File: config.mk
export PLATFORM = sky130hd
export DESIGN_NAME = ad80305_rx_dc_corr_flat
export DESIGN_NICKNAME = d
export VERILOG_FILES = /design/src/rtl/ad80305_pkg.sv /design/src/rtl/ad80305_rx_dc_corr_if.sv /design/src/rtl/ad80305_dc_sat_sub.sv /design/src/rtl/ad80305_rx_dc_corr.sv /design/src/flat_wrapper.sv
export SDC_FILE = /design/constraint.sdc
export NUM_CORES = 1
export LEC_CHECK = 0
export ABC_AREA = 0
export ABC_CLOCK_PERIOD_IN_PS = 2850
export CAP_MARGIN = 20
export CORE_MARGIN = 8
export CORE_UTILIZATION = 50
export DETAILED_ROUTE_END_ITERATION = 8
export GPL_ROUTABILITY_DRIVEN = 0
export MAX_ROUTING_LAYER = met4
export PLACE_DENSITY = 0.71
export SETUP_SLACK_MARGIN = 0.15
export SYNTH_ARGS = -nofsm -noshare
export SYNTH_HDL_FRONTEND = slang
export SYNTH_SLANG_ARGS = --single-unit
File: constraint.sdc
create_clock -name i_fpga_clk_125p -period 2.85 [get_ports i_fpga_clk_125p]
set_input_delay 0.855 -clock i_fpga_clk_125p [delete_from_list [all_inputs] [get_ports i_fpga_clk_125p]]
set_output_delay 0.855 -clock i_fpga_clk_125p [all_outputs]
set_load 0.005 [all_outputs]
File: src/rtl/ad80305_pkg.sv
// Shared constants and FSM encoding for the ad80305 RX DC-correction path.
package ad80305_pkg;

  localparam int DW_DEF       = 12;
  localparam int AVG_LOG2_DEF = 12;

  typedef enum logic [1:0] {
    ST_IDLE   = 2'd0,
    ST_ACCUM  = 2'd1,
    ST_UPDATE = 2'd2
  } dc_state_e;

endpackage

File: src/rtl/ad80305_rx_dc_corr_if.sv
// Sample-stream bundle between the RX DDR interface, DC correction and its control registers.
interface ad80305_rx_dc_corr_if import ad80305_pkg::*; #(
  parameter int DW = DW_DEF
);

  logic          i_iqdata_fp;
  logic [DW-1:0] i_idata;
  logic [DW-1:0] i_qdata;
  logic          i_dc_bypass;
  logic          i_dc_set_sw;
  logic [7:0]    i_dc_corr_idata;
  logic [7:0]    i_dc_corr_qdata;
  logic          o_iqdata_fp;
  logic [DW-1:0] o_idata;
  logic [DW-1:0] o_qdata;
  logic [DW-1:0] o_aver_idata;
  logic [DW-1:0] o_aver_qdata;
  logic          o_aver_vld;

  modport master (
    output i_iqdata_fp, i_idata, i_qdata, i_dc_bypass, i_dc_set_sw,
           i_dc_corr_idata, i_dc_corr_qdata,
    input  o_iqdata_fp, o_idata, o_qdata, o_aver_idata, o_aver_qdata, o_aver_vld
  );

  modport slave (
    input  i_iqdata_fp, i_idata, i_qdata, i_dc_bypass, i_dc_set_sw,
           i_dc_corr_idata, i_dc_corr_qdata,
    output o_iqdata_fp, o_idata, o_qdata, o_aver_idata, o_aver_qdata, o_aver_vld
  );

endinterface

File: src/rtl/ad80305_dc_sat_sub.sv
// Combinational sample-minus-offset with saturation back to the sample width.
module ad80305_dc_sat_sub import ad80305_pkg::*; #(
  parameter int DW = DW_DEF
) (
  input  logic signed [DW-1:0] sample,
  input  logic signed [DW-1:0] offset,
  output logic signed [DW-1:0] result
);

  localparam logic signed [DW-1:0] SAT_MAX = {1'b0, {(DW-1){1'b1}}};
  localparam logic signed [DW-1:0] SAT_MIN = {1'b1, {(DW-1){1'b0}}};

  logic signed [DW:0] diff_s;

  // One guard bit: the top two bits disagree exactly when the difference left the DW range.
  always_comb begin
    diff_s = {sample[DW-1], sample} - {offset[DW-1], offset};
    if (diff_s[DW] != diff_s[DW-1]) begin
      result = diff_s[DW] ? SAT_MIN : SAT_MAX;
    end else begin
      result = diff_s[DW-1:0];
    end
  end

endmodule

File: src/rtl/ad80305_rx_dc_corr.sv
// RX DC-offset estimator (windowed average) and two-cycle correction pipeline.
module ad80305_rx_dc_corr import ad80305_pkg::*; #(
  parameter int DW       = DW_DEF,
  parameter int AVG_LOG2 = AVG_LOG2_DEF
) (
  input logic                 i_fpga_clk_125p,
  input logic                 i_fpga_rst_125p,
  ad80305_rx_dc_corr_if.slave rx
);

  localparam int AW = DW + AVG_LOG2;
  localparam logic [AVG_LOG2:0] WIN_LEN  = {1'b1, {AVG_LOG2{1'b0}}};
  localparam logic [AVG_LOG2:0] CNT_ONE  = {{AVG_LOG2{1'b0}}, 1'b1};
  localparam logic [AVG_LOG2:0] CNT_ZERO = {(AVG_LOG2+1){1'b0}};
  localparam logic signed [AW-1:0] ACC_ZERO = {AW{1'b0}};
  localparam logic signed [DW-1:0] DW_ZERO  = {DW{1'b0}};

  dc_state_e             state_r;
  logic [AVG_LOG2:0]     cnt_r;
  logic [AVG_LOG2:0]     cnt_next_s;
  logic signed [AW-1:0]  acc_i_r, acc_q_r;
  logic signed [AW-1:0]  samp_i_ext_s, samp_q_ext_s;
  logic signed [AW-1:0]  aver_i_full_s, aver_q_full_s;
  logic signed [DW-1:0]  aver_i_r, aver_q_r;
  logic                  aver_vld_r;
  logic signed [DW-1:0]  off_i_s, off_q_s;
  logic                  stb1_r, byp1_r, stb2_r;
  logic signed [DW-1:0]  i1_r, q1_r, off_i1_r, off_q1_r;
  logic signed [DW-1:0]  sat_i_s, sat_q_s;
  logic signed [DW-1:0]  out_i_r, out_q_r;

  // Sign extension, window counter increment, floor average and offset selection.
  always_comb begin
    samp_i_ext_s  = {{AVG_LOG2{rx.i_idata[DW-1]}}, rx.i_idata};
    samp_q_ext_s  = {{AVG_LOG2{rx.i_qdata[DW-1]}}, rx.i_qdata};
    cnt_next_s    = cnt_r + CNT_ONE;
    aver_i_full_s = acc_i_r >>> AVG_LOG2;
    aver_q_full_s = acc_q_r >>> AVG_LOG2;
    off_i_s = rx.i_dc_set_sw ? {{(DW-8){rx.i_dc_corr_idata[7]}}, rx.i_dc_corr_idata} : aver_i_r;
    off_q_s = rx.i_dc_set_sw ? {{(DW-8){rx.i_dc_corr_qdata[7]}}, rx.i_dc_corr_qdata} : aver_q_r;
  end

  // Averaging FSM: accumulate a full window, publish the average, restart.
  always_ff @(posedge i_fpga_clk_125p or negedge i_fpga_rst_125p) begin
    if (!i_fpga_rst_125p) begin
      state_r    <= ST_IDLE;
      cnt_r      <= CNT_ZERO;
      acc_i_r    <= ACC_ZERO;
      acc_q_r    <= ACC_ZERO;
      aver_i_r   <= DW_ZERO;
      aver_q_r   <= DW_ZERO;
      aver_vld_r <= 1'b0;
    end else begin
      aver_vld_r <= 1'b0;
      case (state_r)
        ST_IDLE, ST_ACCUM: begin
          if (rx.i_iqdata_fp) begin
            acc_i_r <= acc_i_r + samp_i_ext_s;
            acc_q_r <= acc_q_r + samp_q_ext_s;
            cnt_r   <= cnt_next_s;
            state_r <= (cnt_next_s == WIN_LEN) ? ST_UPDATE : ST_ACCUM;
          end else begin
            state_r <= ST_ACCUM;
          end
        end
        ST_UPDATE: begin
          aver_i_r   <= aver_i_full_s[DW-1:0];
          aver_q_r   <= aver_q_full_s[DW-1:0];
          aver_vld_r <= 1'b1;
          state_r    <= ST_ACCUM;
          // A strobe landing here opens the next window rather than being dropped.
          if (rx.i_iqdata_fp) begin
            acc_i_r <= samp_i_ext_s;
            acc_q_r <= samp_q_ext_s;
            cnt_r   <= CNT_ONE;
          end else begin
            acc_i_r <= ACC_ZERO;
            acc_q_r <= ACC_ZERO;
            cnt_r   <= CNT_ZERO;
          end
        end
        default: begin
          state_r <= ST_IDLE;
          cnt_r   <= CNT_ZERO;
          acc_i_r <= ACC_ZERO;
          acc_q_r <= ACC_ZERO;
        end
      endcase
    end
  end

  ad80305_dc_sat_sub #(.DW(DW)) u_sat_i (.sample(i1_r), .offset(off_i1_r), .result(sat_i_s));
  ad80305_dc_sat_sub #(.DW(DW)) u_sat_q (.sample(q1_r), .offset(off_q1_r), .result(sat_q_s));

  // Correction pipeline: controls and offset are frozen with each sample on its strobe.
  always_ff @(posedge i_fpga_clk_125p or negedge i_fpga_rst_125p) begin
    if (!i_fpga_rst_125p) begin
      stb1_r   <= 1'b0;
      byp1_r   <= 1'b0;
      i1_r     <= DW_ZERO;
      q1_r     <= DW_ZERO;
      off_i1_r <= DW_ZERO;
      off_q1_r <= DW_ZERO;
      stb2_r   <= 1'b0;
      out_i_r  <= DW_ZERO;
      out_q_r  <= DW_ZERO;
    end else begin
      stb1_r <= rx.i_iqdata_fp;
      if (rx.i_iqdata_fp) begin
        byp1_r   <= rx.i_dc_bypass;
        i1_r     <= rx.i_idata;
        q1_r     <= rx.i_qdata;
        off_i1_r <= off_i_s;
        off_q1_r <= off_q_s;
      end
      stb2_r <= stb1_r;
      if (stb1_r) begin
        out_i_r <= byp1_r ? i1_r : sat_i_s;
        out_q_r <= byp1_r ? q1_r : sat_q_s;
      end
    end
  end

  assign rx.o_iqdata_fp  = stb2_r;
  assign rx.o_idata      = out_i_r;
  assign rx.o_qdata      = out_q_r;
  assign rx.o_aver_idata = aver_i_r;
  assign rx.o_aver_qdata = aver_q_r;
  assign rx.o_aver_vld   = aver_vld_r;

endmodule

File: src/flat_wrapper.sv
// flat-port wrapper written by rule: the top's interface ports become plain ports
module ad80305_rx_dc_corr_flat import ad80305_pkg::*;
#(
  parameter int DW       = DW_DEF,
  parameter int AVG_LOG2 = AVG_LOG2_DEF
)
  (i_fpga_clk_125p, i_fpga_rst_125p, rx_i_iqdata_fp, rx_i_idata, rx_i_qdata, rx_i_dc_bypass, rx_i_dc_set_sw, rx_i_dc_corr_idata, rx_i_dc_corr_qdata, rx_o_iqdata_fp, rx_o_idata, rx_o_qdata, rx_o_aver_idata, rx_o_aver_qdata, rx_o_aver_vld);
  ad80305_rx_dc_corr_if #(.DW(DW)) rx_i ();
  input logic i_fpga_clk_125p;
  input logic i_fpga_rst_125p;
  input wire logic [$bits(rx_i.i_iqdata_fp)-1:0] rx_i_iqdata_fp;
  input wire logic [$bits(rx_i.i_idata)-1:0] rx_i_idata;
  input wire logic [$bits(rx_i.i_qdata)-1:0] rx_i_qdata;
  input wire logic [$bits(rx_i.i_dc_bypass)-1:0] rx_i_dc_bypass;
  input wire logic [$bits(rx_i.i_dc_set_sw)-1:0] rx_i_dc_set_sw;
  input wire logic [$bits(rx_i.i_dc_corr_idata)-1:0] rx_i_dc_corr_idata;
  input wire logic [$bits(rx_i.i_dc_corr_qdata)-1:0] rx_i_dc_corr_qdata;
  output wire logic [$bits(rx_i.o_iqdata_fp)-1:0] rx_o_iqdata_fp;
  output wire logic [$bits(rx_i.o_idata)-1:0] rx_o_idata;
  output wire logic [$bits(rx_i.o_qdata)-1:0] rx_o_qdata;
  output wire logic [$bits(rx_i.o_aver_idata)-1:0] rx_o_aver_idata;
  output wire logic [$bits(rx_i.o_aver_qdata)-1:0] rx_o_aver_qdata;
  output wire logic [$bits(rx_i.o_aver_vld)-1:0] rx_o_aver_vld;
  assign rx_i.i_iqdata_fp = rx_i_iqdata_fp;
  assign rx_i.i_idata = rx_i_idata;
  assign rx_i.i_qdata = rx_i_qdata;
  assign rx_i.i_dc_bypass = rx_i_dc_bypass;
  assign rx_i.i_dc_set_sw = rx_i_dc_set_sw;
  assign rx_i.i_dc_corr_idata = rx_i_dc_corr_idata;
  assign rx_i.i_dc_corr_qdata = rx_i_dc_corr_qdata;
  assign rx_o_iqdata_fp = rx_i.o_iqdata_fp;
  assign rx_o_idata = rx_i.o_idata;
  assign rx_o_qdata = rx_i.o_qdata;
  assign rx_o_aver_idata = rx_i.o_aver_idata;
  assign rx_o_aver_qdata = rx_i.o_aver_qdata;
  assign rx_o_aver_vld = rx_i.o_aver_vld;
  ad80305_rx_dc_corr #(.DW(DW), .AVG_LOG2(AVG_LOG2)) u_core (.i_fpga_clk_125p(i_fpga_clk_125p), .i_fpga_rst_125p(i_fpga_rst_125p), .rx(rx_i));
endmodule
==> reports/results.txt, run 1 <==
For this block, the initial DRC count from the detailed router was 623. In this run the worst path has a maximum fanout of 4. The average wire per standard cell was 17.27 µm; the net count after synthesis was 1,290.

The number of vias per cell was 5.697. The flip-flop and latch count after synthesis was 163; the all-layer global routing usage was 0.2262. The worst setup path is captured at a flop. The core region is 20,760 µm².

The final design utilization is 0.6449, and the die width is 160.4 µm. For the pin with the worst max-slew slack, the measured transition is 0.5922 ns. The tools report the top-level port count as 95. Averaged over all synthesized cells, the footprint is 8.909 µm². The worst max-slew margin expressed relative to the limit was 0.6052. The number of warnings printed during yosys synthesis is 0, and the number of enable flip-flop cells after synthesis is 0.

The XOR/XNOR share of the synthesized area was 0.05209. The startpoint of the worst register-to-register path was u_core.off_i1_r[0]. In the synthesized netlist the dominant register cell turns out to be sky130_fd_sc_hd__dfrtp_1.

Adder-cell share of the synthesized area: 0.09495. The H-tree depth reported by CTS is 4. The ratio of cells with drive above 1 in the final layout is 0.1835, and the number of nets in the final layout is 1,480.

The number of buffers between clock root and the deepest sink is 2, and the number of instances in the synthesized netlist is 1,170. Ranked by total cell area, the synthesized netlist is headed by sky130_fd_sc_hd__dfrtp_1 (39%), sky130_fd_sc_hd__ha_1 (8.5%), sky130_fd_sc_hd__a21oi_1 (5.6%). The most instantiated library cell after synthesis is sky130_fd_sc_hd__dfrtp_1. The fraction of synthesis flops using an asynchronous set or reset pin works out to 1.000. Setup violations remaining at the end of the flow were counted as 0.

The share of the cycle needed by the critical path after routing was 0.9468; the total of fill cells in the finished design was 1,732. Timing would allow up to 0.3706 GHz. Subtracting the final worst setup slack from the clock period gives 2.698 ns.

For this design, the sink count on the clock tree is 163. Startpoint type of the worst setup path: an input port. The logs give 9,185 for the via count of the first global-routing pass and 53 for the number of placement rows.

In the routed design, unresolved DRC markers number 0. The mux contribution to synthesized area is 0.05618. Critical path start-end classification: in2reg.

Main combinational cell family by area after synthesis: compound AO/OA/AOI/OAI gates. The clock transition at the registers of the reported paths was 0.06 ns; the number of buffers created by CTS was 17. Cell area after synthesis: 10,420 µm². The logs give 0 for the antenna diode count and 9,389 for the total vias in the final route. The total grt overflow is 0, and the sequential fraction of the synthesis area is 0.3913.

The cell sitting at the root of the clock tree is a sky130_fd_sc_hd__clkbuf_16. The finished layout holds 1,648 standard cells, fillers aside. The reported max-cap violation count was 0.

The largest total area in the synthesized netlist belongs to sky130_fd_sc_hd__dfrtp_1. TritonCTS built the clock tree. The number of antenna violations at the first check in global routing was 0; the total half-perimeter wirelength after legalization and detailed placement was 20,400 µm.

The maximum number of pins on one net before global-route repair is 52, and the number of failing hold endpoints at the final stage is 0. In this run the vertical extent of the chip is 160.4 µm. The effective utilization at floorplan is 0.5022. The total negative slack was 0 ns. Data on the critical path is required at its endpoint by 3.16 ns.

Remaining antenna violation count: 0. Dividing total power by cell area gives a power density of 888.8 nW/µm². The share of the synthesized area in compound gates (AO/OA/AOI/OAI) is 0.2019.

The delay of the slowest critical-path stage came out at 0.41 ns. The post-synthesis share of cell area spent on and, or, nand and nor gates was 0.1617; the leakage dissipation was 6.134 nW. The type of the worst min-delay path was in2async. The final routed wirelength across all metal layers is 28,460 µm. By count the netlist is led by sky130_fd_sc_hd__dfrtp_1 (163), sky130_fd_sc_hd__nand2_1 (145), sky130_fd_sc_hd__a21oi_1 (117). STA puts the critical path data arrival time at 3.01 ns.

The area fraction of the dominant cell type after synthesis is 0.3913, and the worst ir drop on vdd is 0.4240 mV. The worst register-to-register path has a setup slack of 0.27 ns. The largest individual stage delay along the critical path comes from the cell sky130_fd_sc_hd__or3_4. For the total count of max-transition violations in the final report, the log shows 0. Setup repair after global routing could not meet its margin everywhere. The global-route wire length before repair was 46,670 µm. The run finished with clean final reports.

The pre-antenna-repair detailed-routing pass consisted of 5 iterations. Relative to the synthesized area, the layout overhead comes to 28.41%. Synthesis instantiated 75 different standard cells from the library. The number of input and output port buffers inserted was 94.

After detailed placement, the design holds a cell count of 1,612. For the worst-skew pair, the clock arrives at the later sink with an insertion delay of 0.43 ns. Walking the worst path, the cells encountered are clkdlybuf4s15_1 > ha_4 > o21a_1 > o21ai_2 > or3_4 > o2111ai_4 > a21oi_2 > o211a_1 > nor4b_2 > nand2_1. The run gives 0.01327 ns as the largest clock skew in the final design. The run gives 25,720 µm² as the die footprint. The number of cell instances on the worst register-to-register path was 11.

The endpoint identified for the worst register-to-register timing path is u_core.rx.o_idata[8].
==> routing by layer <==
metal / part of all wire / GRT usage
met1: 0.46 / 0.2936
met2: 0.48 / 0.3604
met3: 0.044 / 0.03711
met4: 0.017 / 0.06457
met5: 0 / -
==> registers in the layout (all words and copies together) (netlist names), 2 cells and up <==
name	cells
u_core.acc_i_r	24
u_core.acc_q_r	24
u_core.cnt_r	13
u_core.i1_r	12
u_core.off_i1_r	12
u_core.off_q1_r	12
u_core.q1_r	12
u_core.rx.o_aver_idata	12
u_core.rx.o_aver_qdata	12
u_core.rx.o_idata	12
u_core.rx.o_qdata	12
u_core.state_r	2
==> layout by cell type, fill, tap and decap left out, drive strengths merged, types with 7 or more instances in the layout <==
| cell type | n |
|---|---|
| dfrtp | 163 |
| nand2 | 146 |
| buf | 128 |
| a21oi | 120 |
| nor2 | 95 |
| o21ai | 82 |
| ha | 71 |
| clkdlybuf4s50 | 69 |
| inv | 59 |
| xnor2 | 40 |
| mux2i | 36 |
| nand3 | 25 |
| clkbuf | 25 |
| a21o | 24 |
| o22ai | 24 |
| xor2 | 22 |
| mux2 | 20 |
| nor2b | 18 |
| o21a | 17 |
| and3 | 16 |
| or3 | 15 |
| nor3 | 15 |
| a31oi | 13 |
| dlygate4sd2 | 13 |
| o221ai | 9 |
| nand4 | 8 |
| o211ai | 7 |
| clkinv | 7 |
==> worst max-delay path: cells and delay by family <==
kind | cells | cell delay (ns)
adder cells (fa/ha/maj) | 1 | 0.31
AO/OA/AOI/OAI | 5 | 0.82
buffers and inverters | 1 | 0.26
AND/OR/NAND/NOR | 3 | 0.75
==> metrics by stage <==
step,worst slack (ns),hold slack (ns),instance area [µm²],total power [mW]
global route,0.09298,0.3864,13390,12.71
floorplan,0.1620,0.3519,10490,7.093
detailed placement,-0.6031,0.4526,12490,9.118
CTS,0.07205,0.3678,13260,11.65
finish,0.1517,0.3611,13390,11.90
global placement,-0.5428,0.4456,12490,8.968
==> how the worst max path moves through the flow <==
stage                     cells after the start            endpoint  slack [ns]     startpoint
after floorplan                              10  u_core.acc_i_r[22]        0.16  rx_i_idata[0]
after global placement                       12  u_core.acc_q_r[14]       -0.54  rx_i_qdata[0]
after detailed placement                     12  u_core.acc_q_r[12]       -0.60  rx_i_qdata[0]
after CTS                                     9  u_core.acc_i_r[23]        0.07  rx_i_idata[8]
after global routing                         10  u_core.acc_i_r[23]        0.09  rx_i_idata[5]
final                                        10  u_core.acc_i_r[23]        0.15  rx_i_idata[5]
==> cells by family (layout without fill, tap and decap cells) <==
kind of cell | count (synthesis) | after routing
multiplexers | 56 | 56
flip-flops | 163 | 163
adder cells (fa/ha/maj) | 77 | 77
AND/OR/NAND/NOR | 365 | 365
XOR/XNOR | 62 | 62
buffers and inverters | 108 | 311
AO/OA/AOI/OAI | 339 | 339
==> power by group <==
| part | internal [mW] | switching, mW |
|---|---|---|
| clock | 1.25 | 0.949 |
| combinational | 3.26 | 3.00 |
| sequential | 2.90 | 0.534 |
| total | 7.41 | 4.48 |
==> layout make-up <==
cell class                 instances  area [µm²]  area share
timing repair buffer             218        1896      0.1416
clock buffer                      23       467.9     0.03496
multi-input combinational        899        6286      0.4696
sequential                       163        4081      0.3049
clock inverter                     9       81.33    0.006076
tap                              275       344.1     0.02571
inverter                          61       229.0     0.01711
==> what timing repair did <==
action / CTS / global route
pin swaps: 35 / 22
gates resized for setup: 55 / 36
setup endpoints to repair: 38 / 45
hold buffers: 0 / 0
buffers inserted: 3 / 1
endpoints found under the hold margin: 0 / 0
Note: power is estimated with default switching activity, not from simulation.
==> inputs of run 2 (changes only) <==
SLEW_MARGIN = 20   (was default)
==> results of run 2 <==
The final DEF is identical to that of run 1; final timing and power are the same.
==> inputs of run 3 (changes only) <==
HOLD_SLACK_MARGIN = 0.03   (was default)
SKIP_LAST_GASP = 1   (was default)
==> results of run 3 <==
The final DEF is identical to that of run 1; final timing and power are the same.
